**src/rtl/misr_sig_analyzer.sv**
```systemverilog
// misr_sig_analyzer: response-side BIST signature analyzer.
// Compacts NPAT valid CUT responses into a MISR that uses the same feedback
// tap as the 4-bit LFSR pattern generator (sig[NBIT-1] ^ sig[NBIT-2]).
// At the end of the run it compares the signature against golden and
// reports pass/fail.
// Optional feature macro: MISR_SCAN_EN. When it is defined, the signature
// can be shifted serially in IDLE/DONE. scan_out carries sig[NBIT-1].
module misr_sig_analyzer #(
    parameter int              NBIT = 4,
    parameter logic [NBIT-1:0] SEED = {NBIT{1'b0}},
    parameter int              NPAT = 16,
    parameter int              CW   = 8
) (
    input  logic            clk,
    input  logic            rst,
    input  logic            start,
    input  logic            data_valid,
    input  logic [NBIT-1:0] data_in,
    input  logic [NBIT-1:0] golden,
    output logic            busy,
    output logic            done,
    output logic            pass,
    output logic [NBIT-1:0] signature,
    input  logic            shift_en,
    input  logic            scan_in,
    output logic            scan_out
);

    typedef enum logic [1:0] {
        ST_IDLE    = 2'd0,
        ST_COMPACT = 2'd1,
        ST_DONE    = 2'd2
    } state_t;

    // Count value of the final response in a run.
    localparam logic [CW-1:0] LAST_CNT = CW'(NPAT - 1);
    localparam logic [CW-1:0] CNT_ONE  = CW'(1);

    // One MISR step: shift in the generator feedback, then fold in the response.
    function automatic logic [NBIT-1:0] misr_step(input logic [NBIT-1:0] s,
                                                  input logic [NBIT-1:0] d);
        misr_step = {s[NBIT-2:0], s[NBIT-1] ^ s[NBIT-2]} ^ d;
    endfunction

    state_t          state_r, state_s;
    logic [NBIT-1:0] sig_r, sig_s, step_s;
    logic [CW-1:0]   count_r, count_s;
    logic            busy_r, busy_s;
    logic            done_r, done_s;
    logic            pass_r, pass_s;
    logic            shift_s;

`ifdef MISR_SCAN_EN
    assign shift_s  = shift_en;
    assign scan_out = sig_r[NBIT-1];
`else
    // Without the scan feature, the serial inputs have no function.
    logic unused_scan_s;
    assign unused_scan_s = shift_en ^ scan_in;
    assign shift_s       = 1'b0;
    assign scan_out      = 1'b0;
`endif

    assign step_s = misr_step(sig_r, data_in);

    // Next-state, signature, counter and status computation.
    always_comb begin
        state_s = state_r;
        sig_s   = sig_r;
        count_s = count_r;
        busy_s  = busy_r;
        done_s  = done_r;
        pass_s  = pass_r;
        case (state_r)
            ST_IDLE, ST_DONE: begin
                if (start) begin
                    // Start has priority over both shift and data.
                    state_s = ST_COMPACT;
                    sig_s   = SEED;
                    count_s = {CW{1'b0}};
                    busy_s  = 1'b1;
                    done_s  = 1'b0;
                    pass_s  = 1'b0;
                end else if (shift_s) begin
                    sig_s = {sig_r[NBIT-2:0], scan_in};
                end else begin
                    sig_s = sig_r;
                end
            end
            ST_COMPACT: begin
                if (data_valid) begin
                    sig_s   = step_s;
                    count_s = count_r + CNT_ONE;
                    if (count_r == LAST_CNT) begin
                        // The final response lands on the same edge as DONE entry.
                        state_s = ST_DONE;
                        busy_s  = 1'b0;
                        done_s  = 1'b1;
                        pass_s  = (step_s == golden);
                    end else begin
                        state_s = ST_COMPACT;
                    end
                end else begin
                    sig_s = sig_r;
                end
            end
            default: begin
                state_s = ST_IDLE;
                sig_s   = SEED;
                count_s = {CW{1'b0}};
                busy_s  = 1'b0;
                done_s  = 1'b0;
                pass_s  = 1'b0;
            end
        endcase
    end

    // State and datapath registers; reset aborts any run immediately.
    always_ff @(posedge clk or negedge rst) begin
        if (!rst) begin
            state_r <= ST_IDLE;
            sig_r   <= SEED;
            count_r <= {CW{1'b0}};
            busy_r  <= 1'b0;
            done_r  <= 1'b0;
            pass_r  <= 1'b0;
        end else begin
            state_r <= state_s;
            sig_r   <= sig_s;
            count_r <= count_s;
            busy_r  <= busy_s;
            done_r  <= done_s;
            pass_r  <= pass_s;
        end
    end

    assign busy      = busy_r;
    assign done      = done_r;
    assign pass      = pass_r;
    assign signature = sig_r;

endmodule

```
**config.mk**
```make
export PLATFORM = sky130hd
export DESIGN_NAME = misr_sig_analyzer
export DESIGN_NICKNAME = d
export VERILOG_FILES = /design/src/rtl/misr_sig_analyzer.sv
export SDC_FILE = /design/constraint.sdc
export NUM_CORES = 1
export LEC_CHECK = 0
export CORE_MARGIN = 3
export CORE_UTILIZATION = 42
export CTS_CLUSTER_DIAMETER = 30
export DETAILED_ROUTE_END_ITERATION = 6
export PLACE_DENSITY = 0.7
export SLEW_MARGIN = 40
export SYNTH_ARGS = -nofsm -noshare
export SYNTH_HDL_FRONTEND = slang
export SYNTH_SLANG_ARGS = --single-unit
export TNS_END_PERCENT = 30
```
**constraint.sdc**
```tcl
create_clock -name clk -period 1.8 [get_ports clk]
set_input_delay 0.36 -clock clk [delete_from_list [all_inputs] [get_ports clk]]
set_output_delay 0.36 -clock clk [all_outputs]
set_load 0.03 [all_outputs]
```
After elaboration in Yosys (flattened, before gate mapping)
Index checks and enable logic that the tools add are counted.
{"block": "totals", "input_bits": 14, "output_inout_bits": 8, "ff_bits": 17}
{"block": "op_classes", "n_reduce_logical": 4, "bitwise": 2, "mux": 21, "n_eq_ne": 7, "n_addsub": 1}
{"cell": "$mux W8", "count": 2}
{"cell": "$pmux W8 S2", "count": 1}
{"cell": "$add A8 B1 Y8 const B", "count": 1}
{"cell": "$eq A8 B4 Y1 const B", "count": 1}
{"cell": "$mux W1", "count": 8}
{"cell": "$mux W4", "count": 2}
{"cell": "$pmux W4 S2", "count": 1}
{"cell": "$mux W2", "count": 3}
{"cell": "$ne A2 B2 Y1 const B", "count": 3}
{"cell": "$pmux W1 S2", "count": 3}
{"cell": "$eq A4 B4 Y1", "count": 1}
{"cell": "$pmux W2 S2", "count": 1}
{"cell": "$xor A4 B4 Y4", "count": 1}
{"cell": "$reduce_and A3 Y1", "count": 1}
{"cell": "$eq A2 B1 Y1 const B", "count": 1}
{"cell": "$eq A2 B2 Y1 const B", "count": 1}
{"cell": "$logic_not A2 Y1", "count": 1}
{"cell": "$reduce_and A2 Y1", "count": 1}
{"cell": "$reduce_or A2 Y1", "count": 1}
{"cell": "$xor A1 B1 Y1", "count": 1}

Logic depth before layout (Yosys ltp)
Gate-level depths: netlist (run 1).
{"block": "logic_depth", "word_depth": 6, "mapped_depth": 6, "depth_no_buf": 5}

Worst setup path before layout (run 1)
Ideal clock, no wire load.
{"block": "synth_path", "path_kind": "register to register", "from": "reg count_r[5]", "to": "reg busy_r, in the netlist busy", "arrival_ns": 1.530, "path_slack_ns": 0.151, "required_time_ns": 1.681, "path_stages_with_launch": 5, "setup_ns": 0.119, "path_cell_list": "dfrtp_1 -> or4_1 -> or2_1 -> a21o_1 -> a21bo_1"}
{"block": "synth_between", "elab_chain_cells": 3}
{"item": "from (decl)", "line": "47", "text": "logic [CW-1:0] count_r, count_s;"}
{"item": "from (signal assigned)", "line": "123", "text": "count_r <= {CW{1'b0}};"}
{"item": "from (signal assigned)", "line": "130", "text": "count_r <= count_s;"}
{"item": "$eq A8 B4 Y1", "line": "94", "text": "if (count_r == LAST_CNT) begin"}
{"item": "$ne A2 B2 Y1 (no line)"}
{"item": "$reduce_and A3 Y1 (no line)"}
{"item": "to (signal assigned)", "line": "131", "text": "busy_r <= busy_s;"}
{"item": "to (decl)", "line": "48", "text": "logic busy_r, busy_s;"}
No other way between the ends.
A chain may end at the register's enable or synchronous reset.

Worst setup path after layout (run 1)
{"block": "layout_path", "from": "reg sig_r[0], in the netlist signature[0]", "to": "out signature[0]"}
{"item": "from (decl)", "line": "46", "text": "logic [NBIT-1:0] sig_r, sig_s, step_s;"}
{"item": "from (signal assigned)", "line": "129", "text": "sig_r <= sig_s;"}
{"item": "to (decl)", "line": "23", "text": "output logic [NBIT-1:0] signature,"}
No word-level cell between the ends.

==> results of run 1 <==
state kept, by name, summed over array words and instances, names as in the netlist:
| signal | cells |
|---|---|
| pass | 1 |
| signature | 4 |
| count_r | 8 |
| done | 1 |
| busy | 1 |
| state_r | 2 |
power groups by stage:
stage               clock (mW)  sequential (mW)  combinational (mW)
detailed placement           0            0.646               0.829
global placement             0            0.640               0.816
CTS                      0.207            0.637               0.831
global route             0.229            0.665               0.905
floorplan                    0            0.765               0.390
finish                   0.197            0.636               0.826
layout make-up:
class                      count  share of cell area
clock buffer                   4              0.0229
tap                           25              0.0272
multi-input combinational     64               0.359
inverter                       3             0.00979
timing repair buffer          26               0.211
sequential                    17               0.370
layer usage:
layer	part of all wire	up-vias	global-route usage
met5	0	-	0
met4	0.019	0	0.0786
met1	0.51	299	0.210
li1	-	351	-
met2	0.43	12	0.238
met3	0.038	4	0.0350
path summary, 6_finish.rpt:
kind,startpoint,slack (ps),end
min in group clk,done$_DFFE_PN0P_,490,done$_DFFE_PN0P_
max reg2reg,count_r[5]$_DFFE_PN0P_,80,busy$_DFFE_PN0P_
max in group asynchronous,rst,1230,state_r[0]$_DFFE_PN0P_
min,rst,390,count_r[4]$_DFFE_PN0P_
max,signature[0]$_DFFE_PN0P_,60,signature[0]
min reg2reg,done$_DFFE_PN0P_,490,done$_DFFE_PN0P_
stage by stage:
stage	power [mW]	area [sq um]	setup slack (ps)	utilization
final	1.66	1150	63.4	0.625
after global placement	1.46	1120	71.8	0.607
after global routing	1.80	1150	15.8	0.625
after detailed placement	1.47	1120	51.3	0.607
after floorplan	1.15	862	151	-
after CTS	1.68	1140	25.8	0.622
timing repair:
action | in CTS | in global routing
hold buffers | 0 | 0
endpoints found under the hold margin | 0 | 0
setup endpoints to repair | 0 | 3
resized for setup | 0 | 2
buffers inserted | 0 | 0
kinds of logic (layout without fill, tap and decap cells):
logic type,after synthesis,in the layout
buffers and inverters,6,33
XOR/XNOR,15,15
adder cells (fa/ha/maj),1,1
flip-flops,17,17
AO/OA/AOI/OAI,19,19
AND/OR/NAND/NOR,28,28
other,1,1
cell usage in the layout (no fill, tap or decap):
| cell | Yosys | final |
|---|---|---|
| dfrtp_1 | 17 | 17 |
| clkdlybuf4s50_1 | 0 | 17 |
| xnor2_1 | 11 | 11 |
| nand2_1 | 9 | 9 |
| buf_4 | 1 | 8 |
| nor2_1 | 7 | 7 |
| o21ai_0 | 5 | 5 |
| xor2_1 | 4 | 4 |
| nand4_1 | 3 | 3 |
| a211oi_1 | 3 | 3 |
| inv_1 | 3 | 3 |
| a21oi_1 | 3 | 3 |
| clkbuf_4 | 0 | 3 |
| nand3_1 | 2 | 2 |
| a21o_1 | 2 | 2 |
| nand2b_1 | 1 | 1 |
| o21ai_1 | 1 | 1 |
| nor2b_1 | 1 | 1 |
| or4_4 | 0 | 1 |
| or2_1 | 1 | 1 |
| and2_1 | 1 | 1 |
| a21bo_1 | 1 | 1 |
| a32o_1 | 1 | 1 |
| nand3b_1 | 1 | 1 |
| nor3_1 | 1 | 1 |
| o2bb2ai_1 | 1 | 1 |
| o32ai_1 | 1 | 1 |
| o31ai_1 | 1 | 1 |
| ha_1 | 1 | 1 |
| conb_1 | 1 | 1 |
| clkbuf_1 | 1 | 1 |
| dlymetal6s2s_1 | 0 | 1 |
==> results.md, run 1 <==
- Status: finished, final reports clean
- Final Max Slew Viols: 0
- Max IR drop VDD: 0.00103 V
- Combinational Power Share: 0.498
- Net Sw Frac: 0.405
- CP peak stage delay: 700 ps
- Largest net degree at the start of global routing: 18
- P_int: 988 uW
- Post-Synthesis Cell Area: 862 sq um
- Top-area cell type share of the netlist area: 0.493
- DIE HEIGHT: 51.3 um
- Via Count: 666
- Synth Area in Simple Gates: 0.155
- XOR/XNOR Fraction of Synth Area: 0.152
- Critical path data required time: 1440 ps
- Largest cells by area after synthesis: dfrtp_1 49%, xnor2_1 11%, xor2_1 4.1%, nand2_1 3.9%, nor2_1 3.0%
- Nets: 130
- Max-Cap Viols: 0
- H-tree levels: 1
- Final Wtd Congestion: 0.775
- Drt wl/cell: 11.9 um
- Crit Path Max Fanout: 3
- Antenna-violating nets left: 0
- Crit. End Element: primary output
- Num rows: 15
- Mux cell area share after synthesis: 0
- Final WL: 1.65 mm
- Setup TNS: 0 ps
- Min Tclk post-route: 1740 ps
- Post-synth cell types: 30
- Setup-failing EPs final: 0
- Register area: 425 sq um
- Arrival @ worst endpoint: 1380 ps
- Initial antenna violation count: 0
- Area Overhead vs Synth: 33.4%
- PortBufs: 18
- Multi-input gate area: 413 sq um
- Fin cells: 139
- IO Pins: 22
- Layout cells sized above 1: 0.105
- Initial Utilization: 0.469
- Iter 0 DRT Violations: 12
- Core box area: 0.00184 sq mm
- Seq/Total Area, Yosys: 0.493
- Synth async-reset ratio: 1.00
- Syn. warnings: 0
- P_leak: 0.507 nW
- Largest family of logic cells by synthesized area: simple AND/OR/NAND/NOR gates
- Vias per cell: 4.79
- Clock buffer depth: 2
- Fmax: 576 MHz
- Share of power burned in registers: 0.383
- CTS tree: done
- Number of synthesized flops with an enable pin: 0
- GRT Util Overall: 0.157
- Post-synth top area cell: dfrtp_1
- Die ar.: 0.00263 sq mm
- Critical Path Start Type: flop
- CTS clk-pin slew, worst paths: 90 ps
- Critical path class: reg -> out
- DR DRC count: 0
- Hold Crit Class: in -> async
- P_sw: 672 uW
- Syn Inst Count: 87
- Remaining Overflow, GRT: 0
- Compound-Gate Fraction of Synth Area: 0.148
- Vias in the first global route: 702
- Register-to-Register Path Depth: 4
- Post-Syn Area per Cell: 9.91 sq um
- Root Driver: clkbuf_4
- WHS: 392 ps
- Clock skew: 2.72 ps
- Final HPWL DP: 1.36 mm
- First-pass GRT wire length: 3.06 mm
- #FFs+latches synth: 17
- # diodes: 0
- Fill cell count: 179
- Syn_nets: 102
- CTS sink cnt: 17
- CTS Buf Count: 3
- P per Cell Area: 1440 mW/mm^2
- Final period utilization: 0.965
- Buffer and inverter count on the worst path: 1
- Top-count cell post-synth: dfrtp_1
- Worst path top cell family by delay: buffers and inverters
- Placed insts: 135
- Die width: 51.3 um
- Slowest cell on the critical path: clkdlybuf4s50_1
- Critical path depth in cells: 1
- Post-synth top flop: dfrtp_1
- DRT Pass-1 Iters: 4
- Skew-Pair Late Insertion Delay: 280 ps
- CP cell instances: clkdlybuf4s50_1
- Synth cell count leaders: 17 x dfrtp_1, 11 x xnor2_1, 9 x nand2_1, 7 x nor2_1, 5 x o21ai_0
- Clock network power share: 0.119
- Final hold violations: 0
- RSZ-0062 raised after global routing: false
- Adder-cell share of the synthesized area: 0.0145
No activity file was read; power rests on OpenSTA's default activity.
==> run 2, diff against run 1 <==
CAP_MARGIN = 0   (was not set)
==> results of run 2 <==
The final DEF is identical to that of run 1; final timing and power are the same.
